File: src/rtl/multicycle_controller_if.sv
// Control bus between the multi-cycle ARM controller and its datapath.
// The controller takes the master view; the datapath takes the slave view.
interface multicycle_controller_if #(
  parameter int CNT_WIDTH = 16
);
  logic [31:0]          Instr;
  logic [3:0]           ALUFlags;
  logic                 PCWrite, AdrSrc, MemWrite, IRWrite, CarryIN;
  logic                 SetFlags, Shift_ctrl, ALUSrcA, RegWrite;
  logic [1:0]           ResultSrc, ALUSrcB, ImmSrc, RegSrc, BL_ctrl;
  logic [3:0]           ALUControl;
  logic [3:0]           state;
  logic                 instr_done, illegal;
  logic [CNT_WIDTH-1:0] retired;

  modport master (
    input  Instr, ALUFlags,
    output PCWrite, AdrSrc, MemWrite, IRWrite, CarryIN, SetFlags, Shift_ctrl,
           ALUSrcA, RegWrite, ResultSrc, ALUSrcB, ImmSrc, RegSrc, BL_ctrl,
           ALUControl, state, instr_done, illegal, retired
  );

  modport slave (
    output Instr, ALUFlags,
    input  PCWrite, AdrSrc, MemWrite, IRWrite, CarryIN, SetFlags, Shift_ctrl,
           ALUSrcA, RegWrite, ResultSrc, ALUSrcB, ImmSrc, RegSrc, BL_ctrl,
           ALUControl, state, instr_done, illegal, retired
  );
endinterface

File: src/rtl/multicycle_controller.sv
// Moore-style main FSM and combinational decode for the multi-cycle ARM datapath,
// with a retired-instruction counter for debug.
module multicycle_controller #(
  parameter int CNT_WIDTH = 16
) (
  input  logic                   clk,
  input  logic                   reset,
  multicycle_controller_if.master bus
);

  typedef enum logic [3:0] {
    FETCH  = 4'd0,
    DECODE = 4'd1,
    MEMADR = 4'd2,
    MEMRD  = 4'd3,
    MEMWB  = 4'd4,
    MEMWR  = 4'd5,
    EXECR  = 4'd6,
    EXECI  = 4'd7,
    ALUWB  = 4'd8,
    BRANCH = 4'd9
  } state_e;

  typedef struct packed {
    logic       pcWrite, adrSrc, memWrite, irWrite, carryIn;
    logic       setFlags, shiftCtrl, aluSrcA, regWrite;
    logic [1:0] resultSrc, aluSrcB, immSrc, regSrc, blCtrl;
    logic [3:0] aluControl;
    logic       instrDone, illegal;
  } ctl_t;

  state_e               state_q;
  logic                 condLatch_q;
  logic [CNT_WIDTH-1:0] retired_q;

  logic [3:0] cond, cmd;
  logic [1:0] op;
  logic       immBit, sBit, loadBit, upBit, linkBit, rdIsPc;
  logic       flagZ, flagN, flagC, flagV;
  logic       condEx, isTest, isIllegal, isStr, usesCarry;
  logic       unusedInstrBits;
  ctl_t       ctlRaw, ctl;

  assign cond    = bus.Instr[31:28];
  assign op      = bus.Instr[27:26];
  assign immBit  = bus.Instr[25];
  assign linkBit = bus.Instr[24];
  assign cmd     = bus.Instr[24:21];
  assign upBit   = bus.Instr[23];
  assign sBit    = bus.Instr[20];
  assign loadBit = bus.Instr[20];
  assign rdIsPc  = (bus.Instr[15:12] == 4'hF);
  assign unusedInstrBits = ^{bus.Instr[22], bus.Instr[19:16], bus.Instr[11:0]};

  assign {flagZ, flagN, flagC, flagV} = bus.ALUFlags;

  assign isTest    = (cmd[3:2] == 2'b10);
  assign isStr     = (op == 2'b01) && !loadBit;
  assign usesCarry = (cmd == 4'b0101) || (cmd == 4'b0110) || (cmd == 4'b0111);
  assign isIllegal = (cond == 4'b1111) || (op == 2'b11) || ((op == 2'b01) && immBit);

  always_comb begin
    condEx = 1'b0;
    case (cond)
      4'b0000: condEx = flagZ;
      4'b0001: condEx = !flagZ;
      4'b0010: condEx = flagC;
      4'b0011: condEx = !flagC;
      4'b0100: condEx = flagN;
      4'b0101: condEx = !flagN;
      4'b0110: condEx = flagV;
      4'b0111: condEx = !flagV;
      4'b1000: condEx = flagC && !flagZ;
      4'b1001: condEx = !flagC || flagZ;
      4'b1010: condEx = (flagN == flagV);
      4'b1011: condEx = (flagN != flagV);
      4'b1100: condEx = !flagZ && (flagN == flagV);
      4'b1101: condEx = flagZ || (flagN != flagV);
      4'b1110: condEx = 1'b1;
      default: condEx = 1'b0;
    endcase
  end

  // The condition is captured while executing so that ALUWB ignores the flags
  // this same instruction may have just written.
  always_ff @(posedge clk or posedge reset) begin
    if (reset) begin
      state_q     <= FETCH;
      condLatch_q <= 1'b0;
      retired_q   <= '0;
    end else begin
      case (state_q)
        FETCH:  state_q <= DECODE;
        DECODE: begin
          if (isIllegal)         state_q <= FETCH;
          else if (op == 2'b01)  state_q <= MEMADR;
          else if (op == 2'b00)  state_q <= immBit ? EXECI : EXECR;
          else                   state_q <= BRANCH;
        end
        MEMADR: state_q <= loadBit ? MEMRD : MEMWR;
        MEMRD:  state_q <= MEMWB;
        EXECR, EXECI: begin
          state_q     <= ALUWB;
          condLatch_q <= condEx;
        end
        default: state_q <= FETCH;
      endcase
      if (ctlRaw.instrDone) retired_q <= retired_q + 1'b1;
    end
  end

  always_comb begin
    ctlRaw        = '0;
    ctlRaw.immSrc = (op == 2'b11) ? 2'b00 : op;
    ctlRaw.regSrc = {isStr, (op == 2'b10)};
    case (state_q)
      FETCH: begin
        ctlRaw.irWrite    = 1'b1;
        ctlRaw.pcWrite    = 1'b1;
        ctlRaw.aluSrcA    = 1'b1;
        ctlRaw.aluSrcB    = 2'b10;
        ctlRaw.aluControl = 4'b0100;
        ctlRaw.resultSrc  = 2'b10;
      end
      DECODE: begin
        ctlRaw.aluSrcA    = 1'b1;
        ctlRaw.aluSrcB    = 2'b10;
        ctlRaw.aluControl = 4'b0100;
        ctlRaw.resultSrc  = 2'b10;
        ctlRaw.illegal    = isIllegal;
      end
      MEMADR: begin
        ctlRaw.aluSrcB    = 2'b01;
        ctlRaw.aluControl = upBit ? 4'b0100 : 4'b0010;
      end
      MEMRD: ctlRaw.adrSrc = 1'b1;
      MEMWB: begin
        ctlRaw.resultSrc = 2'b01;
        ctlRaw.regWrite  = condEx;
        ctlRaw.instrDone = 1'b1;
      end
      MEMWR: begin
        ctlRaw.adrSrc    = 1'b1;
        ctlRaw.memWrite  = condEx;
        ctlRaw.instrDone = 1'b1;
      end
      EXECR, EXECI: begin
        ctlRaw.aluSrcB    = 2'b11;
        ctlRaw.shiftCtrl  = (state_q == EXECI);
        ctlRaw.aluControl = cmd;
        ctlRaw.setFlags   = condEx && (sBit || isTest);
        ctlRaw.carryIn    = usesCarry && flagC;
      end
      ALUWB: begin
        ctlRaw.regWrite  = condLatch_q && !isTest;
        ctlRaw.pcWrite   = condLatch_q && rdIsPc;
        ctlRaw.instrDone = 1'b1;
      end
      BRANCH: begin
        ctlRaw.aluSrcB    = 2'b01;
        ctlRaw.aluControl = 4'b0100;
        ctlRaw.resultSrc  = 2'b10;
        ctlRaw.pcWrite    = condEx;
        ctlRaw.regWrite   = condEx && linkBit;
        ctlRaw.blCtrl     = linkBit ? 2'b11 : 2'b00;
        ctlRaw.instrDone  = 1'b1;
      end
      default: ;
    endcase
  end

  // Reset blanks every output at once, so an aborted instruction issues no write.
  assign ctl = reset ? '0 : ctlRaw;

  assign bus.PCWrite    = ctl.pcWrite;
  assign bus.AdrSrc     = ctl.adrSrc;
  assign bus.MemWrite   = ctl.memWrite;
  assign bus.IRWrite    = ctl.irWrite;
  assign bus.CarryIN    = ctl.carryIn;
  assign bus.SetFlags   = ctl.setFlags;
  assign bus.Shift_ctrl = ctl.shiftCtrl;
  assign bus.ALUSrcA    = ctl.aluSrcA;
  assign bus.RegWrite   = ctl.regWrite;
  assign bus.ResultSrc  = ctl.resultSrc;
  assign bus.ALUSrcB    = ctl.aluSrcB;
  assign bus.ImmSrc     = ctl.immSrc;
  assign bus.RegSrc     = ctl.regSrc;
  assign bus.BL_ctrl    = ctl.blCtrl;
  assign bus.ALUControl = ctl.aluControl;
  assign bus.instr_done = ctl.instrDone;
  assign bus.illegal    = ctl.illegal;
  assign bus.state      = reset ? 4'd0 : state_q;
  assign bus.retired    = retired_q;

endmodule

File: src/flat_wrapper.sv
// flat-port wrapper written by rule: the top's interface ports become plain ports
module multicycle_controller_flat 
#(
  parameter int CNT_WIDTH = 16
)
  (clk, reset, bus_Instr, bus_ALUFlags, bus_PCWrite, bus_AdrSrc, bus_MemWrite, bus_IRWrite, bus_CarryIN, bus_SetFlags, bus_Shift_ctrl, bus_ALUSrcA, bus_RegWrite, bus_ResultSrc, bus_ALUSrcB, bus_ImmSrc, bus_RegSrc, bus_BL_ctrl, bus_ALUControl, bus_state, bus_instr_done, bus_illegal, bus_retired);
  multicycle_controller_if #(.CNT_WIDTH(CNT_WIDTH)) bus_i ();
  input  logic clk;
  input  logic reset;
  input wire logic [$bits(bus_i.Instr)-1:0] bus_Instr;
  input wire logic [$bits(bus_i.ALUFlags)-1:0] bus_ALUFlags;
  output wire logic [$bits(bus_i.PCWrite)-1:0] bus_PCWrite;
  output wire logic [$bits(bus_i.AdrSrc)-1:0] bus_AdrSrc;
  output wire logic [$bits(bus_i.MemWrite)-1:0] bus_MemWrite;
  output wire logic [$bits(bus_i.IRWrite)-1:0] bus_IRWrite;
  output wire logic [$bits(bus_i.CarryIN)-1:0] bus_CarryIN;
  output wire logic [$bits(bus_i.SetFlags)-1:0] bus_SetFlags;
  output wire logic [$bits(bus_i.Shift_ctrl)-1:0] bus_Shift_ctrl;
  output wire logic [$bits(bus_i.ALUSrcA)-1:0] bus_ALUSrcA;
  output wire logic [$bits(bus_i.RegWrite)-1:0] bus_RegWrite;
  output wire logic [$bits(bus_i.ResultSrc)-1:0] bus_ResultSrc;
  output wire logic [$bits(bus_i.ALUSrcB)-1:0] bus_ALUSrcB;
  output wire logic [$bits(bus_i.ImmSrc)-1:0] bus_ImmSrc;
  output wire logic [$bits(bus_i.RegSrc)-1:0] bus_RegSrc;
  output wire logic [$bits(bus_i.BL_ctrl)-1:0] bus_BL_ctrl;
  output wire logic [$bits(bus_i.ALUControl)-1:0] bus_ALUControl;
  output wire logic [$bits(bus_i.state)-1:0] bus_state;
  output wire logic [$bits(bus_i.instr_done)-1:0] bus_instr_done;
  output wire logic [$bits(bus_i.illegal)-1:0] bus_illegal;
  output wire logic [$bits(bus_i.retired)-1:0] bus_retired;
  assign bus_i.Instr = bus_Instr;
  assign bus_i.ALUFlags = bus_ALUFlags;
  assign bus_PCWrite = bus_i.PCWrite;
  assign bus_AdrSrc = bus_i.AdrSrc;
  assign bus_MemWrite = bus_i.MemWrite;
  assign bus_IRWrite = bus_i.IRWrite;
  assign bus_CarryIN = bus_i.CarryIN;
  assign bus_SetFlags = bus_i.SetFlags;
  assign bus_Shift_ctrl = bus_i.Shift_ctrl;
  assign bus_ALUSrcA = bus_i.ALUSrcA;
  assign bus_RegWrite = bus_i.RegWrite;
  assign bus_ResultSrc = bus_i.ResultSrc;
  assign bus_ALUSrcB = bus_i.ALUSrcB;
  assign bus_ImmSrc = bus_i.ImmSrc;
  assign bus_RegSrc = bus_i.RegSrc;
  assign bus_BL_ctrl = bus_i.BL_ctrl;
  assign bus_ALUControl = bus_i.ALUControl;
  assign bus_state = bus_i.state;
  assign bus_instr_done = bus_i.instr_done;
  assign bus_illegal = bus_i.illegal;
  assign bus_retired = bus_i.retired;
  multicycle_controller #(.CNT_WIDTH(CNT_WIDTH)) u_core (.clk(clk), .reset(reset), .bus(bus_i));
endmodule
File: config.mk
export PLATFORM = sky130hd
export DESIGN_NAME = multicycle_controller_flat
export DESIGN_NICKNAME = d
export VERILOG_FILES = /design/src/rtl/multicycle_controller_if.sv /design/src/rtl/multicycle_controller.sv /design/src/flat_wrapper.sv
export SDC_FILE = /design/constraint.sdc
export NUM_CORES = 1
export LEC_CHECK = 0
export CORE_AREA = 2 2 67 69
export DETAILED_ROUTE_END_ITERATION = 10
export DIE_AREA = 0 0 69 71
export PLACE_DENSITY_LB_ADDON = 0.2
export RECOVER_POWER = 100
export SYNTH_ARGS = -nofsm -noshare
export SYNTH_HDL_FRONTEND = slang
export SYNTH_SLANG_ARGS = --single-unit
File: constraint.sdc
create_clock -name clk -period 4 [get_ports clk]
set_clock_uncertainty 0.2 [all_clocks]
set_input_delay 0.6 -clock clk [delete_from_list [all_inputs] [get_ports clk]]
set_output_delay 0.6 -clock clk [all_outputs]
set_load 0.05 [all_outputs]
Word level (Yosys, flattened, before mapping)
Cells that the tools add are included.
{"block": "totals", "latchBits": 0, "out_inout_bits": 45, "mem_count": 0, "rom_bits": 0, "input_bits": 38, "ramBits": 0, "elab_cells": 94, "regBits": 21}
{"block": "op_classes", "multipliers": 0, "n_eq_ne": 34, "addsub": 1, "bitwise_logic": 0, "reduce_logical": 31, "div_mod_pow": 0, "magnitude_cmp": 0, "mux": 25, "shifts": 0}
{"cell": "4-bit by 3-bit == test with 1-bit output (second input constant)", "n": 11}
{"cell": "4-bit == test (second input constant)", "n": 11}
{"cell": "25-bit two-way mux", "n": 1}
{"cell": "4-bit one-hot mux with 5 select lines", "n": 1}
{"cell": "16-bit by 1-bit adder with 16-bit output (second input constant)", "n": 1}
{"cell": "4-bit by 2-bit == test with 1-bit output (second input constant)", "n": 4}
{"cell": "4-bit two-way mux", "n": 4}
{"cell": "1-bit one-hot mux with 15 select lines", "n": 1}
{"cell": "4-bit one-hot mux with 3 select lines", "n": 1}
{"cell": "1-bit logical AND", "n": 9}
{"cell": "3-bit two-way mux", "n": 3}
{"cell": "4-bit by 1-bit == test with 1-bit output (second input constant)", "n": 2}
{"cell": "4-bit logical NOT", "n": 2}
{"cell": "2-bit OR reduction", "n": 4}
{"cell": "1-bit logical OR", "n": 7}
{"cell": "1-bit two-way mux", "n": 7}
{"cell": "2-bit == test (second input constant)", "n": 3}
{"cell": "1-bit logical NOT", "n": 6}
{"cell": "2-bit two-way mux", "n": 3}
{"cell": "1-bit one-hot mux with 3 select lines", "n": 2}
{"cell": "2-bit one-hot mux with 3 select lines", "n": 1}
{"cell": "2-bit one-hot mux with 2 select lines", "n": 1}
{"cell": "4-bit OR reduction", "n": 1}
{"cell": "3-bit OR reduction", "n": 1}
{"cell": "4 further kinds", "n": 4}

Depth between registers and ports, before layout
{"block": "depth", "depth_word": 6, "mapped_depth": 6}

Worst setup path after synthesis
OpenSTA, ideal clock, no wires.
{"block": "synth_path", "path_kind": "input to output", "from": "in reset", "to": "out bus_illegal", "path_buffers": 0, "required_time_ns": 3.200, "path_slack_ns": -0.468, "cell_stages": 3, "arrival_time_ns": 3.668, "path_cell_list": "inv_1 -> nand2_1 -> a2111oi_0"}
{"block": "synth_via", "elab_chain_len": 1}
{"item": "start: declaration", "line_no": "flat_wrapper.sv:9", "rtl": "input logic reset;"}
{"item": "25-bit two-way mux", "line_no": "multicycle_controller.sv:173", "rtl": "assign ctl = reset ? '0 : ctlRaw;"}
{"item": "end: declaration", "line_no": "flat_wrapper.sv:29", "rtl": "output wire logic [$bits(bus_i.illegal)-1:0] bus_illegal;"}
Every way passes these cells.

Worst setup path after layout
{"block": "layout_path", "from": "in bus_Instr[28]", "to": "out bus_PCWrite"}
{"block": "layout_via", "elab_chain_len": 4}
{"item": "start: declaration", "line_no": "flat_wrapper.sv:10", "rtl": "input wire logic [$bits(bus_i.Instr)-1:0] bus_Instr;"}
{"item": "4-bit == test, or another cell as far along", "line_no": "multicycle_controller.sv:64", "rtl": "case (cond)"}
{"item": "1-bit one-hot mux with 15 select lines *", "line_no": "multicycle_controller.sv:64"}
{"item": "1-bit one-hot mux with 3 select lines *", "line_no": "multicycle_controller.sv:116", "rtl": "case (state_q)"}
{"item": "25-bit two-way mux *", "line_no": "multicycle_controller.sv:173"}
{"item": "end: declaration", "line_no": "flat_wrapper.sv:12", "rtl": "output wire logic [$bits(bus_i.PCWrite)-1:0] bus_PCWrite;"}
Mark *: on every way between the ends. The rest lies on a longest branch, timed or not.

==> flow_summary.ini <==
[cells_and_area]
final_cells = 304
antenna_cells = 0
drive_gt1_share_pct = 8.33
fill_cells = 423
areaGrowthSynthToFinish_pct = 45.8
final_nets = 292

[yosys]
synth.yosys.seq_area_share_pct = 32.9
synth_edf_count = 0
synth_top_area_share_pct = 32.9
synth_warnings = 0
async_reset_ff_share_pct = 100
syn_area_sq_mm = 0.00160
synthTopCellsByArea = dfrtp_1, xnor2_1, nand2_1, nor2_1, nor3b_1
synth_ff_type = dfrtp_1
synth.largest_area_cell = dfrtp_1
syn-num-nets = 227
avgSynthCellArea_sq_um = 8.50
ys_top_cells_by_count = dfrtp_1, nand2_1, nor2_1, xnor2_1
synth.most_common_cell = dfrtp_1
synth_cell_type_count = 47
syn_inst = 188
synth_seq_cells = 21

[run_status]
outcome = finished clean

[timing]
slew_viol_final = 0
setup_viol = 0
fin_crit_sh_pct = 92.6
timing.final.crit_period_ns = 3.70
relSlewSlack_pct = 44.7
fmax_mhz = 270
worst_pin_slew_ns = 0.809
tns_ns = 0
rsz0062_at_grt = false
hold_viol_final = 0

[clock_tree]
clk_path_buf_depth = 2
clkLatencyLatePin_ns = 0.26
cts_buffers = 3
clock-sinks = 21
hold_buffers = 0
cts_setup_buffers = 0
root_buffer = clkbuf_8
htreeDepth = 1
cts_tree = yes
cts_resized = 0
clkTransAtPathRegs_ns = 0.07

[critical_path]
crit_arrival_ns = 2.90
path_cells = dlygate4sd3_1 > nor3b_1 > a21oi_1 > o32ai_1 > nor4_1 > o41ai_1 > buf_12
critPathMaxStageDelay_ns = 0.75
cp_max_fo = 10
path_class = in2out
slowest_stage = dlygate4sd3_1
endpoint_kind = output port
required_ns = 3.20
start_kind = input port

[routing]
antenna_left = 0
drcViolationCount = 0
first_pass_iters = 4
viasPerCell = 5.33
via_count = 1620
wl_per_cell_um = 13.6
first_iter_violations = 69
wl_um = 4130

[grt]
grt_pass1_vias = 1441
track_usage_pct = 16.7
grt_pass1_wl_um = 6780
antenna_found_initial = 0
globalRouteOverflowTotal = 0
grt_max_degree = 19

[floorplanning]
rows = 24
dieHeight_um = 71
ios = 83
initial_core_util_pct = 38.0
core-area_sq_mm = 0.00420
dieArea_sq_mm = 0.00490
die_x_um = 69

[place]
numPortBuffers = 66
dp.cells = 300
gp_congestion = 0.736
hpwl_um = 3170

[power_and_ir_drop]
power_density_mw_per_mm2 = 511
leakagePower_nw = 1.02
irDropWorstVdd_mv = 0.321

[hold_path]
hp-class = reg2reg

[flow_run]
cap_violations = 0
-- critical path: cells and delay by family --
kind                   cells  cell delay (ns)
buffers and inverters      2             0.96
AND/OR/NAND/NOR            2             0.39
AO/OA/AOI/OAI              3             0.95
-- report_power, final --
part	internal, mW	total, mW	switching, mW
logic	0.245	0.699	0.454
registers	0.255	0.356	0.101
clock network	0.0693	0.136	0.0663
total	0.569	1.19	0.621
-- layer usage --
layer / vias up / routed length (um) / track usage [%]
met5: - / 0 / 0
met4: 0 / 34 / 4.58
met3: 4 / 232 / 2.42
met2: 51 / 1870 / 27.5
met1: 762 / 1990 / 23.1
li1: 803 / - / -
-- cells in the final DEF (no fill, tap or decap), drive strengths merged, types with 7 or more instances in the layout --
cell | synthesis | final
a21oi | 7 | 7
buf | 6 | 9
clkbuf | 6 | 11
clkdlybuf4s50 | 0 | 19
dfrtp | 21 | 21
dlygate4sd3 | 0 | 36
nand2 | 19 | 19
nand3 | 7 | 7
nor2 | 15 | 15
nor2b | 7 | 7
nor3 | 7 | 7
xnor2 | 15 | 15
-- sequential cells by signal, summed over array words and instances (netlist names) --
name                cells
u_core.bus.retired     16
u_core.condLatch_q      1
u_core.state_q          4
-- area by class of cell --
| class | count | area (sq um) | area share (%) |
|---|---|---|---|
| Clock buffer | 3 | 41.3 | 1.77 |
| Clock inverter | 1 | 5.00 | 0.215 |
| Inverter | 5 | 18.8 | 0.806 |
| Multi-Input combinational cell | 150 | 975 | 41.8 |
| Sequential cell | 21 | 526 | 22.6 |
| Tap cell | 52 | 65.1 | 2.79 |
| Timing Repair Buffer | 72 | 699 | 30.0 |
-- cell families (layout without fill, tap and decap cells) --
logic type / after synthesis / after routing / share of synthesized area (%)
AND/OR/NAND/NOR: 101 / 101 / 36.5
AO/OA/AOI/OAI: 28 / 28 / 13.9
flip-flops: 21 / 21 / 32.9
XOR/XNOR: 19 / 19 / 10.4
buffers and inverters: 17 / 81 / 4.93
adder cells (fa/ha/maj): 1 / 1 / 0.783
multiplexers: 1 / 1 / 0.626
-- path summary, 6_finish.rpt --
check,start,slack (ns),to,cells after the start
max,bus_Instr[28],0.30,bus_PCWrite,7
min,u_core.bus.retired[15],0.27,u_core.bus.retired[15],1
max reg2reg,u_core.state_q[2],1.52,u_core.bus.retired[11],5
min reg2reg,u_core.bus.retired[15],0.27,u_core.bus.retired[15],1
max in group asynchronous,reset,1.94,u_core.state_q[2],3
min in group asynchronous,reset,0.69,u_core.condLatch_q,2
-- metrics by stage --
stage	cell area, sq um	total power [mW]	util, %	setup slack, ns	hold WS [ns]
floorplan	1610	0.862	-	0.203	0.316
global placement	2430	1.13	57.7	0.403	0.264
detailed placement	2430	1.14	57.7	0.377	0.267
CTS	2470	1.28	58.8	0.372	0.277
global route	2330	1.27	55.4	0.115	0.311
finish	2330	1.19	55.4	0.295	0.268
Note: power is estimated with default switching activity, not from simulation.
